## src/rtl/circ_queue_if.sv

```systemverilog
// Handshake bundle for circ_queue: enqueue/dequeue channels, flush and status flags.
// The master drives enqueue, dequeue-ready and flush; the slave (the queue) drives the rest.
interface circ_queue_if #(
   parameter int unsigned WIDTH = 32,
   parameter int unsigned DEPTH = 16
);
   localparam int unsigned CNT_W = $clog2(DEPTH + 1);

   logic             flush;
   logic             enq_valid;
   logic             enq_ready;
   logic [WIDTH-1:0] enq_data;
   logic             deq_valid;
   logic             deq_ready;
   logic [WIDTH-1:0] deq_data;
   logic [CNT_W-1:0] count;
   logic             empty;
   logic             full;
   logic             almost_full;

   modport master (
      output flush, enq_valid, enq_data, deq_ready,
      input  enq_ready, deq_valid, deq_data, count, empty, full, almost_full
   );

   modport slave (
      input  flush, enq_valid, enq_data, deq_ready,
      output enq_ready, deq_valid, deq_data, count, empty, full, almost_full
   );
endinterface

```

## src/rtl/circ_queue.sv

```systemverilog
// Parametrised FWFT circular queue with valid/ready on both sides, arbitrary depth,
// occupancy count, almost-full threshold and synchronous flush.
module circ_queue #(
   parameter int unsigned WIDTH     = 32,
   parameter int unsigned DEPTH     = 16,
   parameter int unsigned AF_THRESH = DEPTH - 2
) (
   input  logic          clk_i,
   input  logic          rst_ni,
   circ_queue_if.slave   q_if
);
   localparam int unsigned PTR_W = $clog2(DEPTH);
   localparam int unsigned CNT_W = $clog2(DEPTH + 1);

   logic [WIDTH-1:0] mem_q [DEPTH];
   logic [PTR_W-1:0] head_q, head_d, head_nxt;
   logic [PTR_W-1:0] tail_q, tail_d, tail_nxt;
   logic [CNT_W-1:0] count_q, count_d;
   logic             empty, full;
   logic             enq_fire, deq_fire;

   // Flags come only from registered count, so no input reaches enq_ready/deq_valid.
   assign empty    = (count_q == '0);
   assign full     = (count_q == CNT_W'(DEPTH));
   assign enq_fire = q_if.enq_valid & ~full;
   assign deq_fire = ~empty & q_if.deq_ready;

   // Explicit wrap: DEPTH need not be a power of two.
   assign head_nxt = (head_q == PTR_W'(DEPTH - 1)) ? '0 : head_q + PTR_W'(1);
   assign tail_nxt = (tail_q == PTR_W'(DEPTH - 1)) ? '0 : tail_q + PTR_W'(1);

   always_comb begin
      head_d  = head_q;
      tail_d  = tail_q;
      count_d = count_q;
      if (q_if.flush) begin
         head_d  = '0;
         tail_d  = '0;
         count_d = '0;
      end else begin
         if (enq_fire) head_d = head_nxt;
         if (deq_fire) tail_d = tail_nxt;
         case ({enq_fire, deq_fire})
            2'b10:   count_d = count_q + CNT_W'(1);
            2'b01:   count_d = count_q - CNT_W'(1);
            default: count_d = count_q;
         endcase
      end
   end

   always_ff @(posedge clk_i or negedge rst_ni) begin
      if (!rst_ni) begin
         head_q  <= '0;
         tail_q  <= '0;
         count_q <= '0;
      end else begin
         head_q  <= head_d;
         tail_q  <= tail_d;
         count_q <= count_d;
      end
   end

   // Storage is deliberately left unreset.
   always_ff @(posedge clk_i) begin
      if (enq_fire && !q_if.flush) mem_q[head_q] <= q_if.enq_data;
   end

   assign q_if.enq_ready   = ~full;
   assign q_if.deq_valid   = ~empty;
   assign q_if.deq_data    = mem_q[tail_q];
   assign q_if.count       = count_q;
   assign q_if.empty       = empty;
   assign q_if.full        = full;
   assign q_if.almost_full = (count_q >= CNT_W'(AF_THRESH));

`ifndef SYNTHESIS
   always @(posedge clk_i) begin
      if (rst_ni) begin
         assert (int'(count_q) <= int'(DEPTH))
            else $error("circ_queue: count exceeds DEPTH");
         if (count_q != '0 && !full) begin
            assert (((int'(head_q) + int'(DEPTH) - int'(tail_q)) % int'(DEPTH)) == int'(count_q))
               else $error("circ_queue: pointer distance disagrees with count");
         end
      end
   end
`endif
endmodule

```

## src/flat_wrapper.sv

```systemverilog
// flat-port wrapper written by rule: the top's interface ports become plain ports
module circ_queue_flat 
#(
   parameter int unsigned WIDTH     = 32,
   parameter int unsigned DEPTH     = 16,
   parameter int unsigned AF_THRESH = DEPTH - 2
)
  (clk_i, rst_ni, q_if_flush, q_if_enq_valid, q_if_enq_data, q_if_deq_ready, q_if_enq_ready, q_if_deq_valid, q_if_deq_data, q_if_count, q_if_empty, q_if_full, q_if_almost_full);
  circ_queue_if #(.WIDTH(WIDTH), .DEPTH(DEPTH)) q_if_i ();
  input  logic clk_i;
  input  logic rst_ni;
  input wire logic [$bits(q_if_i.flush)-1:0] q_if_flush;
  input wire logic [$bits(q_if_i.enq_valid)-1:0] q_if_enq_valid;
  input wire logic [$bits(q_if_i.enq_data)-1:0] q_if_enq_data;
  input wire logic [$bits(q_if_i.deq_ready)-1:0] q_if_deq_ready;
  output wire logic [$bits(q_if_i.enq_ready)-1:0] q_if_enq_ready;
  output wire logic [$bits(q_if_i.deq_valid)-1:0] q_if_deq_valid;
  output wire logic [$bits(q_if_i.deq_data)-1:0] q_if_deq_data;
  output wire logic [$bits(q_if_i.count)-1:0] q_if_count;
  output wire logic [$bits(q_if_i.empty)-1:0] q_if_empty;
  output wire logic [$bits(q_if_i.full)-1:0] q_if_full;
  output wire logic [$bits(q_if_i.almost_full)-1:0] q_if_almost_full;
  assign q_if_i.flush = q_if_flush;
  assign q_if_i.enq_valid = q_if_enq_valid;
  assign q_if_i.enq_data = q_if_enq_data;
  assign q_if_i.deq_ready = q_if_deq_ready;
  assign q_if_enq_ready = q_if_i.enq_ready;
  assign q_if_deq_valid = q_if_i.deq_valid;
  assign q_if_deq_data = q_if_i.deq_data;
  assign q_if_count = q_if_i.count;
  assign q_if_empty = q_if_i.empty;
  assign q_if_full = q_if_i.full;
  assign q_if_almost_full = q_if_i.almost_full;
  circ_queue #(.WIDTH(WIDTH), .DEPTH(DEPTH), .AF_THRESH(AF_THRESH)) u_core (.clk_i(clk_i), .rst_ni(rst_ni), .q_if(q_if_i));
endmodule
```

## config.mk

```make
export PLATFORM = sky130hd
export DESIGN_NAME = circ_queue_flat
export DESIGN_NICKNAME = d
export VERILOG_FILES = /design/src/rtl/circ_queue_if.sv /design/src/rtl/circ_queue.sv /design/src/flat_wrapper.sv
export SDC_FILE = /design/constraint.sdc
export NUM_CORES = 1
export LEC_CHECK = 0
export CORE_ASPECT_RATIO = 1.75
export CORE_MARGIN = 2
export CORE_UTILIZATION = 55
export CTS_CLUSTER_DIAMETER = 80
export DETAILED_ROUTE_END_ITERATION = 6
export PLACE_DENSITY = 0.72
export SYNTH_ARGS = -nofsm -noshare
export SYNTH_HDL_FRONTEND = slang
export SYNTH_SLANG_ARGS = --single-unit
export TNS_END_PERCENT = 1
```

## constraint.sdc

```tcl
create_clock -name clk_i -period 3.7 [get_ports clk_i]
set_input_delay 0.74 -clock clk_i [delete_from_list [all_inputs] [get_ports clk_i]]
set_output_delay 0.74 -clock clk_i [all_outputs]
set_load 0.05 [all_outputs]
```

==> impl_metrics.json, run 1 <==
{
  "cts_tree": "built",
  "arrival_ns": 2.81,
  "fin_skew_ns": 0.00989,
  "syn_inst": 1049,
  "die_area_mm2": 0.0388,
  "final_common_cell": "edfxtp_1",
  "synth_edf_count": 512,
  "grt_pass1_wl_um": 66100,
  "path_max_fanout": 35,
  "power.leakage_nw": 7.57,
  "hold_buffers": 0,
  "final_antenna_net_count": 0,
  "timing.final.hold_violations": 0,
  "grt_pass1_vias": 11000,
  "firstDrtPassIters": 5,
  "start_util_pct": 55.7,
  "htree_levels": 2,
  "ios": 79,
  "synth_area_leader_cell": "edfxtp_1",
  "place_hpwl_um": 24400,
  "path_cells": "nor2b_4 > buf_4 > a221oi_1 > a22oi_1 > nand2_1 > buf_12",
  "vias": 10500,
  "r2r_slack_ns": 0.56,
  "netlist_area_mm2": 0.0205,
  "grt_max_degree": 46,
  "rsz0062_at_grt": "false",
  "cts-root-buf": "clkbuf_16",
  "antenna_found_initial": 1,
  "start_kind": "register",
  "setup_viol": 0,
  "core-area_mm2": 0.0368,
  "stdcell_count": 1666,
  "critPathSlowestCell": "dfrtp_1",
  "gp_congestion": 0.765,
  "grt_overflow_total": 0,
  "synth-async-reset-ratio_pct": 2.48,
  "timing.hold.ws_ns": 0.596,
  "drt_iter0_markers": 958,
  "slew_headroom_pct": 53.2,
  "via_per_inst": 6.29,
  "final_nets": 1208,
  "drv_slew": 0,
  "cts_made_buffers": 44,
  "outcome": "complete, no violations",
  "grt.total_usage_pct": 23.1,
  "synth_area_leaders": "edfxtp_1 75%, mux4_2 7.0%, mux2i_1 6.4%, a221oi_1 2.7%, dfrtp_1 1.6%",
  "clock_sinks": 525,
  "path_class": "reg2out",
  "startpoint": "u_core.tail_q[2]",
  "num_rows": 93,
  "cts_buffer_depth": 3,
  "layout_common_cells": "512 x edfxtp_1, 131 x mux2i_1, 64 x a221oi_1, 64 x mux4_2, 46 x clkdlybuf4s50_1",
  "yosys.cell_types.count": 49,
  "power.total_mw": 14.7,
  "yosys_warnings": 0,
  "routedWlPerCell_um": 26.4,
  "place_inst": 1591,
  "worstSkewPairLatency_ns": 0.55,
  "fin_tns_setup_ns": 0,
  "tightestPinTransition_ns": 0.701,
  "io_buffer_count": 78,
  "slowest_delay_ns": 0.69,
  "final_min_period_over_clock_period_pct": 96.0,
  "clk_pin_slew_ns": 0.06,
  "max-vdd-ir-drop_v": 0.000541,
  "syn_nets": 1095,
  "routed_wl_um": 43900,
  "rr_startpoint": "u_core.q_if.count[1]",
  "hp-class": "in2async",
  "yosys_most_used_dff": "edfxtp_1",
  "syn_area_per_cell_um2": 19.5,
  "max_freq_mhz": 282,
  "cp-end-kind": "output pin",
  "min_period_ns": 3.55,
  "drive_gt1_share_pct": 19.2,
  "cp.required_ns": 2.96,
  "max_cap_violations": 0,
  "die_y_um": 259,
  "yosysSeqAreaShare_pct": 76.7,
  "syn_to_final_growth_pct": 16.5,
  "fin_area_mm2": 0.0238,
  "route.detailed.drc": 0,
  "ys_ff_latch": 525,
  "yosysTopAreaCellShare_pct": 75.1,
  "p_per_area_mw_per_mm2": 617,
  "dieWidth_um": 150,
  "placed_area_mm2": 0.0225
}
[metrics by stage]
stage,util [%],setup WS [ns]
after floorplan,-,-0.452
after global placement,61.2,0.583
after detailed placement,61.2,0.527
after CTS,64.8,0.0624
after global routing,64.8,0.00436
final,64.8,0.148
[final cells by class]
class | instances | area (um^2)
Tap cell | 475 | 594
Timing Repair Buffer | 126 | 1590
Multi-Input combinational cell | 451 | 4580
Antenna cell | 1 | 2.50
Fill cell | 2448 | 12900
Clock inverter | 21 | 150
Inverter | 14 | 56.3
Sequential cell | 525 | 15700
Clock buffer | 53 | 1160
[synth_stat cells (2+ instances only)]
library cell,number
a21oi_1,8
or2_2,2
nor2_1,17
buf_1,6
a31oi_1,2
clkbuf_1,26
ha_1,8
nor2b_1,3
o21ai_0,35
a211oi_1,2
a221oi_1,64
inv_1,14
a22oi_1,32
o41ai_1,2
nand2_1,45
a2111oi_0,2
buf_2,21
dfrtp_1,13
mux2i_1,131
or3_1,3
mux4_2,64
nor3_1,7
edfxtp_1,512
buf_4,5
[state kept, by name (all words and copies together) (netlist names)]
| name | count |
|---|---|
| u_core.mem_q | 512 |
| u_core.q_if.count | 5 |
| u_core.head_q | 4 |
| u_core.tail_q | 4 |
[kinds of logic after synthesis]
group | count (synthesis) | share of synthesized area [%]
buffers and inverters | 73 | 1.56
adder cells (fa/ha/maj) | 9 | 0.587
AND/OR/NAND/NOR | 86 | 1.86
AO/OA/AOI/OAI | 158 | 5.71
XOR/XNOR | 2 | 0.0856
flip-flops | 525 | 76.7
multiplexers | 196 | 13.5
[timing repair]
item | 4_1_cts | 5_1_grt
setup buffers | 0 | 0
setup endpoints to repair | 0 | 5
gates resized for setup | 0 | 3
[power breakdown]
group / leakage, nW / switching [mW] / internal, mW
clock network: 0.642 / 1.96 / 2.36
logic: 2.14 / 1.98 / 1.65
registers: 4.78 / 0.120 / 6.65
[critical path: cells and delay by family, from the launching register on]
kind / cells / cell delay, ns
and+or+nand+nor: 2 / 0.48
buffers and inverters: 2 / 0.66
AOI/OAI and AO/OA: 2 / 0.44
DFF: 1 / 0.69
[per-layer routing]
metal  global-route usage [%]  vias to the layer above  part of all wire [%]  wire (um)
li1                         -                     4564                     -          -
met2                     40.5                      362                    53      23400
met4                     7.89                        0                   3.0       1310
met3                     3.37                       84                   5.4       2350
met5                        0                        -                     0          0
met1                     29.7                     5475                    38      16900
[path summary, 6_finish.rpt]
path,to,cells past startpoint
worst max-delay path,q_if_deq_data[4],6
worst min-delay path,u_core.q_if.count[1],1
worst max register to register,u_core.q_if.count[4],9
worst min register to register,u_core.head_q[1],2
max in group asynchronous,u_core.tail_q[1],1
min in group clk_i,u_core.head_q[1],2
No activity file was read; power rests on OpenSTA's default activity.
==> run 2, diff against run 1 <==
--- a/config.mk
+++ b/config.mk
@@ -11,4 +11,5 @@
 export CTS_CLUSTER_DIAMETER = 80
 export DETAILED_ROUTE_END_ITERATION = 6
+export MAX_ROUTING_LAYER = met4
 export PLACE_DENSITY = 0.72
 export SYNTH_ARGS = -nofsm -noshare
==> constraint.sdc (replaced) <==
create_clock -name clk_i -period 3.7 [get_ports clk_i]
set_input_delay 1.11 -clock clk_i [delete_from_list [all_inputs] [get_ports clk_i]]
set_output_delay 1.11 -clock clk_i [all_outputs]
set_load 0.05 [all_outputs]
==> run 2 against run 1 <==
  * Sequential cell count unchanged
  * Die area did not move
  * First-iteration DRC count is 1.9% lower
  * Utilization increased by 1.8 points
  * Global-route usage grew 0.13 points
  * Register-to-register slack improved by 0.29 ns
  * Clock power increased by 13%
  * Clock skew up 0.016 ns
  * Via count down 1.2%
  * Total power rose by 5.6%
  * Largest power group unchanged
==> impl_metrics.json, run 2 (synthesized netlist as in run 1, its figures left out) <==
{
  "outcome": "complete, no violations",
  "r2r_slack_ns": 0.85,
  "fin_area_mm2": 0.0245,
  "drv_slew": 0,
  "final_min_period_over_clock_period_pct": 99.3,
  "critPathSlowestCell": "dfrtp_4",
  "layout_common_cells": "512 x edfxtp_1, 131 x mux2i_1, 64 x mux4_2",
  "final_common_cell": "edfxtp_1",
  "path_max_fanout": 10,
  "slowest_delay_ns": 0.55,
  "fin_skew_ns": 0.0254,
  "start_kind": "register",
  "grt.total_usage_pct": 23.3,
  "max_freq_mhz": 272,
  "die_area_mm2": 0.0388,
  "placed_area_mm2": 0.0227,
  "vias": 10400,
  "crit_path_frequent_cell": "buf_8",
  "grt_overflow_total": 0,
  "num_rows": 93,
  "setup_viol": 0,
  "final_nets": 1218,
  "syn_to_final_growth_pct": 19.7,
  "power.leakage_nw": 7.87,
  "core-area_mm2": 0.0368,
  "cts_buffer_depth": 3,
  "timing.final.hold_violations": 0,
  "max_cap_violations": 0,
  "path_cells": "buf_8 > buf_8 > mux4_2 > a22oi_1 > nand2_1 > buf_12",
  "final_antenna_net_count": 0,
  "dieWidth_um": 150,
  "arrival_ns": 2.57,
  "max-vdd-ir-drop_v": 0.000532,
  "power.total_mw": 15.5,
  "ios": 79,
  "timing.hold.ws_ns": 0.649,
  "cp-end-kind": "output pin",
  "grt_pass1_wl_um": 64700,
  "slew_headroom_pct": 51.7,
  "cts_tree": "built",
  "antenna_cells": 0,
  "drt_iter0_markers": 940,
  "cts-root-buf": "clkbuf_16",
  "cts_made_buffers": 45,
  "htree_levels": 2,
  "drive_gt1_share_pct": 22.2,
  "clk_pin_slew_ns": 0.07,
  "rsz0062_at_grt": "true",
  "largest_reg_flops": 512,
  "path_class": "reg2out",
  "regMostFlops": "u_core.mem_q",
  "place_hpwl_um": 23700,
  "gp_congestion": 0.786,
  "route.detailed.drc": 0,
  "clock_sinks": 525,
  "worstSkewPairLatency_ns": 0.56,
  "grt_pass1_vias": 10900,
  "io_buffer_count": 78,
  "grt_max_degree": 52,
  "routed_wl_um": 43200,
  "p_per_area_mw_per_mm2": 634,
  "routedWlPerCell_um": 25.7,
  "start_util_pct": 55.7,
  "hp-class": "reg2reg",
  "via_per_inst": 6.16,
  "die_y_um": 259,
  "cp.required_ns": 2.59,
  "min_period_ns": 3.68,
  "firstDrtPassIters": 5,
  "antenna_found_initial": 0,
  "tightestPinTransition_ns": 0.723
}
run 2: cell types whose count changed in the layout (fill, tap and decap cells not counted), sizes merged:
cell	before	now
buf	80	88
bufinv	2	8
clkdlybuf4s50	46	44
clkinv	18	16
clkinvlp	2	3
diode	1	0
dlymetal6s2s	0	2
inv	13	15
run 2: power breakdown:
| group | internal, mW | switching [mW] |
|---|---|---|
| sequential | 6.65 | 0.102 |
| combinational | 1.81 | 2.08 |
| clock | 2.87 | 2.02 |
| total | 11.3 | 4.20 |
run 2: stage by stage:
step                utilization [%]  setup WS [ns]  setup TNS (ns)  std cells
global route                   66.6        -0.0400          -0.140       1680
CTS                            66.0        -0.0478          -0.238       1674
finish                         66.6         0.0249               0       1680
detailed placement             61.7          0.230               0       1590
global placement               61.7          0.263               0       1590
floorplan                         -         -0.624          -59.86       1049
run 2: timing repair:
action / CTS / global route
pin swaps: 0 / 1
resized for setup: 5 / 28
buffers inserted: 4 / 5
hold buffers: 0 / 0
gates cloned: 0 / 1
endpoints found under the setup margin: 32 / 33
run 2: final timing paths:
kind	start	cells after the start	to
max reg2reg	u_core.q_if.count[1]	9	u_core.q_if.count[4]
max in group asynchronous	rst_ni	1	u_core.tail_q[1]
min reg2reg	u_core.head_q[1]	2	u_core.head_q[1]
min in group asynchronous	rst_ni	1	u_core.q_if.count[3]
min	u_core.head_q[1]	2	u_core.head_q[1]
max	u_core.tail_q[0]	6	q_if_deq_data[1]
run 2: per-layer routing:
metal	up-vias	part of all wire [%]	track usage, %
met2	357	55	41.2
met5	-	0	-
met4	0	2.2	6.58
met3	65	5.5	3.39
met1	5338	37	27.7
li1	4596	-	-
run 2: layout make-up:
type                            count  area [um^2]
Inverter                           14         52.6
Sequential cell                   525        15700
Fill cell                        2377        12300
Tap cell                          475          594
Clock buffer                       52         1190
Timing Repair Buffer              135         1900
Clock inverter                     28          345
Multi-Input combinational cell    451         4710
run 2: worst max-delay path, delay by kind of cell (launching register included):
kind                   cells  cell delay [ns]
and+or+nand+nor            1             0.18
AOI/OAI and AO/OA          1             0.20
buffers and inverters      3             0.57
DFF                        1             0.55
muxes                      1             0.50
